--- config.mk ---
export PLATFORM = sky130hd
export DESIGN_NAME = bus_stream_bridge
export DESIGN_NICKNAME = d
export VERILOG_FILES = /design/src/rtl/bus_stream_bridge.sv
export SDC_FILE = /design/constraint.sdc
export NUM_CORES = 1
export LEC_CHECK = 0
export CORE_AREA = 5 5 212 214
export CTS_CLUSTER_SIZE = 20
export DETAILED_ROUTE_END_ITERATION = 6
export DIE_AREA = 0 0 217 219
export DONT_BUFFER_PORTS = 1
export GPL_TIMING_DRIVEN = 0
export PLACE_DENSITY_LB_ADDON = 0.12
export SYNTH_ARGS = -nofsm -noshare
export SYNTH_HDL_FRONTEND = slang
export SYNTH_SLANG_ARGS = --single-unit
--- constraint.sdc ---
create_clock -name clk_i -period 6.2 [get_ports clk_i]
set_clock_uncertainty 0.1 [all_clocks]
set_input_delay 1.55 -clock clk_i [delete_from_list [all_inputs] [get_ports clk_i]]
set_output_delay 1.55 -clock clk_i [all_outputs]
set_load 0.02 [all_outputs]
--- src/rtl/bus_stream_bridge.sv ---
// MMIO bridge between the OR-bus and a pair of byte streams (TX: bus->stream, RX: stream->bus).
// Reads return registered data one cycle after cs (zero otherwise); in_ready is always 1 and bytes arriving at a full FIFO are dropped.

module bsb_fifo #(
  parameter int AW = 4
) (
  input  logic          clk_i,
  input  logic          reset_i,
  input  logic          push_i,
  input  logic          pop_i,
  input  logic          flush_i,
  input  logic [7:0]    wdata_i,
  output logic [7:0]    rdata_o,
  output logic [AW:0]   count_o,
  output logic          drop_o
);
  localparam int DEPTH = 1 << AW;

  logic [7:0]    mem_q [DEPTH];
  logic [AW-1:0] wr_ptr_q, wr_ptr_d;
  logic [AW-1:0] rd_ptr_q, rd_ptr_d;
  logic [AW:0]   count_q, count_d;
  logic          full, do_pop, do_push;

  assign full    = (count_q == (AW+1)'(DEPTH));
  assign rdata_o = mem_q[rd_ptr_q];
  assign count_o = count_q;

  // A pop in the same cycle frees the slot, so a push into a full FIFO still lands.
  always_comb begin
    do_pop   = pop_i & (count_q != '0);
    do_push  = push_i & (~full | do_pop);
    drop_o   = push_i & full & ~do_pop & ~flush_i;
    wr_ptr_d = wr_ptr_q;
    rd_ptr_d = rd_ptr_q;
    count_d  = count_q;
    if (flush_i) begin
      wr_ptr_d = '0;
      rd_ptr_d = '0;
      count_d  = '0;
    end else begin
      if (do_push) wr_ptr_d = wr_ptr_q + 1'b1;
      if (do_pop)  rd_ptr_d = rd_ptr_q + 1'b1;
      count_d = count_q + (AW+1)'(do_push) - (AW+1)'(do_pop);
    end
  end

  always_ff @(posedge clk_i) begin
    if (reset_i) begin
      wr_ptr_q <= '0;
      rd_ptr_q <= '0;
      count_q  <= '0;
    end else begin
      wr_ptr_q <= wr_ptr_d;
      rd_ptr_q <= rd_ptr_d;
      count_q  <= count_d;
    end
  end

  always_ff @(posedge clk_i) begin
    if (do_push && !flush_i) mem_q[wr_ptr_q] <= wdata_i;
  end
endmodule

module bus_stream_bridge #(
  parameter int DEPTH_LOG2 = 4
) (
  input  logic        clk_i,
  input  logic        reset_i,
  input  logic        cs_i,
  input  logic        wren_i,
  input  logic [1:0]  reg_sel_i,
  input  logic [7:0]  di_i,
  output logic [31:0] do_o,
  output logic [7:0]  out_data_o,
  output logic        out_valid_o,
  input  logic        out_ready_i,
  input  logic [7:0]  in_data_i,
  input  logic        in_valid_i,
  output logic        in_ready_o
);
  localparam int DEPTH = 1 << DEPTH_LOG2;

  logic [DEPTH_LOG2:0] tx_count, rx_count;
  logic [7:0]          rx_head;
  logic                tx_drop, rx_drop;
  logic                wr_acc, rd_acc, tx_push, rx_pop, tx_flush, rx_flush, sts_wr;
  logic                tx_ovf_q, tx_ovf_d, rx_ovf_q, rx_ovf_d;
  logic [31:0]         do_q, do_d, status;

  assign wr_acc   = cs_i & wren_i;
  assign rd_acc   = cs_i & ~wren_i;
  assign tx_push  = wr_acc & (reg_sel_i == 2'd0);
  assign rx_pop   = rd_acc & (reg_sel_i == 2'd0);
  assign sts_wr   = wr_acc & (reg_sel_i == 2'd1);
  assign tx_flush = wr_acc & (reg_sel_i == 2'd2) & di_i[0];
  assign rx_flush = wr_acc & (reg_sel_i == 2'd2) & di_i[1];

  assign out_valid_o = (tx_count != '0);
  assign in_ready_o  = 1'b1;
  assign do_o        = do_q;

  bsb_fifo #(.AW(DEPTH_LOG2)) u_tx (
    .clk_i(clk_i), .reset_i(reset_i),
    .push_i(tx_push), .pop_i(out_ready_i), .flush_i(tx_flush),
    .wdata_i(di_i), .rdata_o(out_data_o), .count_o(tx_count), .drop_o(tx_drop)
  );

  bsb_fifo #(.AW(DEPTH_LOG2)) u_rx (
    .clk_i(clk_i), .reset_i(reset_i),
    .push_i(in_valid_i), .pop_i(rx_pop), .flush_i(rx_flush),
    .wdata_i(in_data_i), .rdata_o(rx_head), .count_o(rx_count), .drop_o(rx_drop)
  );

  // Snapshot of pre-edge state; counts zero-extend into their byte fields.
  assign status = {8'h00, 8'(tx_count), 8'(rx_count), 4'h0,
                   tx_ovf_q, rx_ovf_q,
                   (tx_count != (DEPTH_LOG2+1)'(DEPTH)), (rx_count != '0)};

  always_comb begin
    tx_ovf_d = tx_ovf_q | tx_drop;
    rx_ovf_d = rx_ovf_q | rx_drop;
    if (sts_wr && di_i[2]) rx_ovf_d = 1'b0;
    if (sts_wr && di_i[3]) tx_ovf_d = 1'b0;
    do_d = 32'h0;
    if (rd_acc) begin
      case (reg_sel_i)
        2'd0:    do_d = (rx_count != '0) ? {24'h0, rx_head} : 32'h0;
        2'd1:    do_d = status;
        default: do_d = 32'h0;
      endcase
    end
  end

  always_ff @(posedge clk_i) begin
    if (reset_i) begin
      tx_ovf_q <= 1'b0;
      rx_ovf_q <= 1'b0;
      do_q     <= 32'h0;
    end else begin
      tx_ovf_q <= tx_ovf_d;
      rx_ovf_q <= rx_ovf_d;
      do_q     <= do_d;
    end
  end
endmodule

==> results of run 1 <==
==> Yosys cell counts, drive strengths merged, types with 2 or more instances <==
master,count
a211oi,10
a21o,4
a21oi,8
a221oi,3
a22o,2
and2,3
and3,3
buf,37
clkbuf,9
conb,2
dfxtp,54
edfxtp,256
fa,2
ha,22
inv,24
mux2i,11
mux4,71
nand2,11
nand2b,7
nand3,8
nand4bb,2
nor2,60
nor2b,7
nor3,17
nor3b,2
nor4b,2
o211ai,4
o21ai,6
xnor2,9
xor2,9
==> cell type report <==
| type | count | share of cell area (%) |
|---|---|---|
| clock inverter | 14 | 0.825 |
| multi-input combinational | 311 | 22.5 |
| timing repair buffer | 4 | 0.290 |
| clock buffer | 53 | 7.43 |
| buffer | 47 | 1.98 |
| sequential | 310 | 61.5 |
| tap | 546 | 4.79 |
| inverter | 24 | 0.632 |
==> per-layer routing <==
| metal | GRT usage, % | share of wire (%) | vias up |
|---|---|---|---|
| li1 | - | - | 2733 |
| met1 | 15.7 | 42 | 3112 |
| met5 | 0 | 0 | - |
| met4 | 3.45 | 2.1 | 0 |
| met2 | 21.2 | 51 | 144 |
| met3 | 3.30 | 5.3 | 39 |
==> state kept, by name, summed over array words and instances (netlist names), 5 cells and up, named ones only <==
| signal | count |
|---|---|
| u_tx.mem_q | 128 |
| u_rx.count_o | 5 |
| u_rx.mem_q | 128 |
| u_tx.count_o | 5 |
| do_o | 18 |
==> worst paths after layout <==
check                         end  slack (ns)  depth (start not counted)
setup / recovery    out_data_o[0]        1.96                          3
hold / removal           do_o[11]        0.41                          2
setup reg to reg  u_rx.count_o[4]        2.65                         12
hold reg to reg          do_o[11]        0.41                          2
==> logic make-up (layout without fill, tap and decap cells) <==
family,count (synthesis),after routing
flops,310,310
simple gates,131,131
mux,82,82
buf+inv,71,142
compound gates,41,41
fa+ha+maj,24,24
xor+xnor,18,18
other cells,2,15
==> through the flow <==
stage,std cells,instance area (um^2),utilization (%),worst slack [ns]
after floorplan,692,12300,-,2.28
after global placement,1238,13000,30.5,1.67
after detailed placement,1241,13100,30.6,1.94
after CTS,1308,14200,33.4,1.82
after global routing,1309,14300,33.4,1.78
final,1309,14300,33.4,1.96
==> critical path, cell delays in order (launching register included) <==
cell	delay, ns
dfxtp_1	0.45
buf_1	0.58
mux4_2	0.43
mux4_2	0.58
==> power by group through the flow <==
stage          Sequential, mW  Combinational, mW  Clock, mW
2_1_floorplan            2.40              0.583          0
4_1_cts                  2.37              0.778       2.17
5_1_grt                  2.37              0.838       2.26
6_report                 2.37              0.757       2.10
3_3_place_gp             2.41              0.754          0
3_5_place_dp             2.41              0.774          0
==> flow_summary.json, run 1 <==
{
  "status": "complete, no violations",
  "setup_viol": 0,
  "maxCapViolCount": 0,
  "hp-start": "u_rx.count_o[3]",
  "gp_congestion": 0.727,
  "tightest_slew_ns": 1.35,
  "root_buffer": "clkbuf_16",
  "clkPwrFrac_pct": 40.2,
  "tritoncts": "built",
  "hold_viol_final": 0,
  "row_count": 76,
  "avgSynthCellArea_um2": 18.1,
  "synth_top_family_by_area": "multiplexers",
  "cp.required_ns": 4.55,
  "grt_overflow_total": 0,
  "start_util_pct": 28.8,
  "ant_nets": 0,
  "grt_max_degree": 19,
  "hold_buffers": 0,
  "grt_pass1_vias": 6575,
  "ys_seq_area_share_pct": 71.4,
  "fin_crit_ns": 4.24,
  "synthTopCellsByArea": "edfxtp_1 (63%), mux4_2 (12%), dfxtp_1 (8.8%), ha_1 (2.2%), nor2_1 (1.8%)",
  "worstPathMaxFanout": 10,
  "synth_fa_ha_area_share_pct": 2.57,
  "grtUsageTotal_pct": 12.4,
  "max-clock-path-buffers": 3,
  "hold_class": "reg -> reg",
  "fillers": 4016,
  "antenna-diode-count": 0,
  "wl_per_cell_um": 22.2,
  "cts_buffers": 37,
  "pin_count": 66,
  "first_pass_iters": 4,
  "synthSimpleGateAreaFrac_pct": 5.33,
  "ys_ff_latch": 310,
  "clkTransAtPathRegs_ns": 0.06,
  "die_area_um2": 47500,
  "antenna_found_initial": 0,
  "synthFlopType": "edfxtp_1",
  "synth_top_area_cell": "edfxtp_1",
  "setup_tns_ns": 0,
  "ys_types": 50,
  "worst_r2r_startpoint": "u_rx.count_o[2]",
  "crit_arrival_ns": 2.59,
  "viasPerCell": 4.61,
  "multi_input_area_um2": 3210,
  "numPortBuffers": 0,
  "post_cts_buffers": 0,
  "seq_power_share_pct": 45.3,
  "swShare_pct": 24.6,
  "yosys-mux-area-fraction_pct": 14.0,
  "layout_commonest_cell": "edfxtp_1",
  "vias": 6028,
  "synth_edf_count": 256,
  "drive_gt1_share_pct": 20.7,
  "syn-cell-area_um2": 12300,
  "clock_latency_ns": 0.53,
  "grt_pass1_wl_um": 43300,
  "fp.dieW_um": 217,
  "synth-xor-area-share_pct": 1.28,
  "fmax_mhz": 236,
  "power_density_nw_per_um2": 366,
  "final_cell_mix": "edfxtp_1 (256), mux4_2 (68), nor2_1 (60), dfxtp_1 (54), clkbuf_16 (39)",
  "synth-warning-count": 0,
  "intPower_mw": 3.94,
  "synthCells": 679,
  "max-vdd-ir-drop_mv": 0.197,
  "maxSlewHeadroom_pct": 9.51,
  "finalWirelength_um": 29100,
  "whs_ns": 0.414,
  "die_h_um": 219,
  "route.detailed.drc": 0,
  "drt_iter0_drc": 361,
  "core_area_um2": 42700,
  "synth_top_area_share_pct": 62.6,
  "fin_nets": 783,
  "synth-compound-area-share_pct": 2.30,
  "cts_resized": 0,
  "fin_crit_sh_pct": 68.3,
  "hpwl_um": 19100,
  "regArea_um2": 8770,
  "clock-sinks": 310,
  "syn_to_final_growth_pct": 16.1,
  "power_frac_comb_pct": 14.5,
  "startpoint_type": "flip-flop",
  "rsz0062_at_grt": "no",
  "endpoint_kind": "primary output",
  "htreeDepth": 2,
  "ys_async_sr_fraction_pct": 0,
  "drv_slew": 0,
  "worstSetupPathType": "reg -> out",
  "leakagePower_nw": 4.59,
  "p_total_mw": 5.22,
  "p_sw_mw": 1.28
}
Note: power is estimated with default switching activity, not from simulation.
==> run 2: changes to the inputs <==
==> constraint.sdc (replaced) <==
create_clock -name clk_i -period 3.8 [get_ports clk_i]
set_clock_uncertainty 0.1 [all_clocks]
set_input_delay 0.95 -clock clk_i [delete_from_list [all_inputs] [get_ports clk_i]]
set_output_delay 0.95 -clock clk_i [all_outputs]
set_load 0.02 [all_outputs]
==> run 2 against run 1 <==
Setup slack lost 1.8 ns; via count shrank 0.63%; flip-flop and latch count is the same; die area is the same; non-clock buffer count is the same; combinational power grew 64%; power grew 63%; critical path depth is the same; count of clock-buffer cells in the layout is the same; worst hold slack lost 0.023 ns.
==> flow_summary.json, run 2 (synthesized netlist as in run 1, its figures left out) <==
{
  "status": "complete, no violations",
  "power_frac_comb_pct": 14.5,
  "root_buffer": "clkbuf_16",
  "numPortBuffers": 0,
  "clkPwrFrac_pct": 40.2,
  "grt_max_degree": 19,
  "fin_nets": 783,
  "max-vdd-ir-drop_mv": 0.323,
  "instances_no_fill": 1309,
  "max-clock-path-buffers": 3,
  "route.detailed.drc": 0,
  "intPower_mw": 6.43,
  "pin_count": 66,
  "cts_resized": 0,
  "cp.required_ns": 2.75,
  "pre_cts_slack_ns": 0.135,
  "worst_slack_ns": 0.165,
  "maxCapViolCount": 0,
  "viasPerCell": 4.58,
  "setup_tns_ns": 0,
  "htreeDepth": 2,
  "first_pass_iters": 4,
  "post_cts_buffers": 0,
  "drv_slew": 0,
  "die_area_um2": 47500,
  "power_density_nw_per_um2": 598,
  "swShare_pct": 24.5,
  "fin_area_um2": 14300,
  "hold_class": "in -> reg",
  "finalWirelength_um": 29100,
  "grt_pass1_wl_um": 43300,
  "vias": 5990,
  "die_h_um": 219,
  "core_area_um2": 42700,
  "drive_gt1_share_pct": 21.0,
  "worstHoldPathCells": 1,
  "fmax_mhz": 275,
  "antenna_found_initial": 0,
  "clock-sinks": 310,
  "seq_power_share_pct": 45.3,
  "final_cell_mix": "edfxtp_1 (256), mux4_2 (68), nor2_1 (60), dfxtp_1 (54), clkbuf_16 (39)",
  "leakagePower_nw": 4.59,
  "ant_nets": 0,
  "layout_commonest_cell": "edfxtp_1",
  "clock_latency_ns": 0.53,
  "p_sw_mw": 2.09,
  "cts_buffers": 37,
  "whs_ns": 0.391,
  "row_count": 76,
  "dp.cells": 1241,
  "rsz0062_at_grt": "no",
  "drt_iter0_drc": 348,
  "setup_viol": 0,
  "antenna-diode-count": 0,
  "maxSlewHeadroom_pct": 10.5,
  "fin_crit_ns": 3.64,
  "hpwl_um": 19100,
  "fp.dieW_um": 217,
  "p_total_mw": 8.52,
  "start_util_pct": 28.8,
  "final_util_pct": 33.4,
  "startpoint_type": "flip-flop",
  "clkTransAtPathRegs_ns": 0.06,
  "hold_buffers": 0,
  "syn_to_final_growth_pct": 16.1,
  "reg2reg_depth": 15,
  "fin_crit_sh_pct": 95.7,
  "fillers": 4017,
  "crit_arrival_ns": 2.59,
  "worstPathMaxFanout": 10,
  "tritoncts": "built",
  "endpoint_kind": "primary output",
  "worstSetupPathType": "reg -> out",
  "wl_per_cell_um": 22.2,
  "tightest_slew_ns": 1.34,
  "hold_viol_final": 0,
  "gp_congestion": 0.727,
  "grt_overflow_total": 0,
  "grtUsageTotal_pct": 12.4,
  "grt_pass1_vias": 6575,
  "placed_cell_area_um2": 13100
}
==> run 2: cell count changes in the layout (fill, tap and decap cells not counted) <==
cell,change
buf_1,-1
nor4b_2,+1
nor4b_1,-1
clkbuf_2,+1
==> run 2: cell type report <==
cell class	instances	area (um^2)	share of cell area, %
plain buffers	47	284	1.99
clock buffers	53	1060	7.42
clock inverters	14	118	0.825
inverters	24	90.1	0.632
multi-input cells	311	3220	22.6
flip-flops and latches	310	8770	61.5
well taps	546	683	4.79
repair buffers	4	41.3	0.290
==> run 2: path summary, 6_finish.rpt <==
path | to | from | slack [ns]
setup / recovery | out_data_o[2] | flip-flop | 0.16
hold / removal | tx_ovf_q | reset_i | 0.39
setup reg to reg | u_tx.count_o[4] | u_tx.count_o[3] | 0.32
hold reg to reg | do_o[11] | u_rx.count_o[3] | 0.41
==> run 2: worst max-delay path, cell delays in order, from the launching register on <==
cell     delay [ns]
dfxtp_1        0.45
buf_1          0.55
mux4_2         0.48
mux4_2         0.58
==> run 2: power by group through the flow <==
| stage | Combinational [mW] | Sequential, mW | Clock (mW) |
|---|---|---|---|
| after global routing | 1.37 | 3.88 | 3.69 |
| after floorplan | 0.951 | 3.91 | 0 |
| after detailed placement | 1.26 | 3.93 | 0 |
| after CTS | 1.27 | 3.86 | 3.54 |
| final | 1.24 | 3.86 | 3.42 |
| after global placement | 1.23 | 3.93 | 0 |
==> run 2: routing by layer <==
layer | vias up | wire, um | GRT usage, %
met5 | - | 0 | 0
met4 | 0 | 616 | 3.45
met3 | 41 | 1500 | 3.30
met2 | 115 | 14700 | 21.2
met1 | 3106 | 12300 | 15.7
li1 | 2728 | - | -
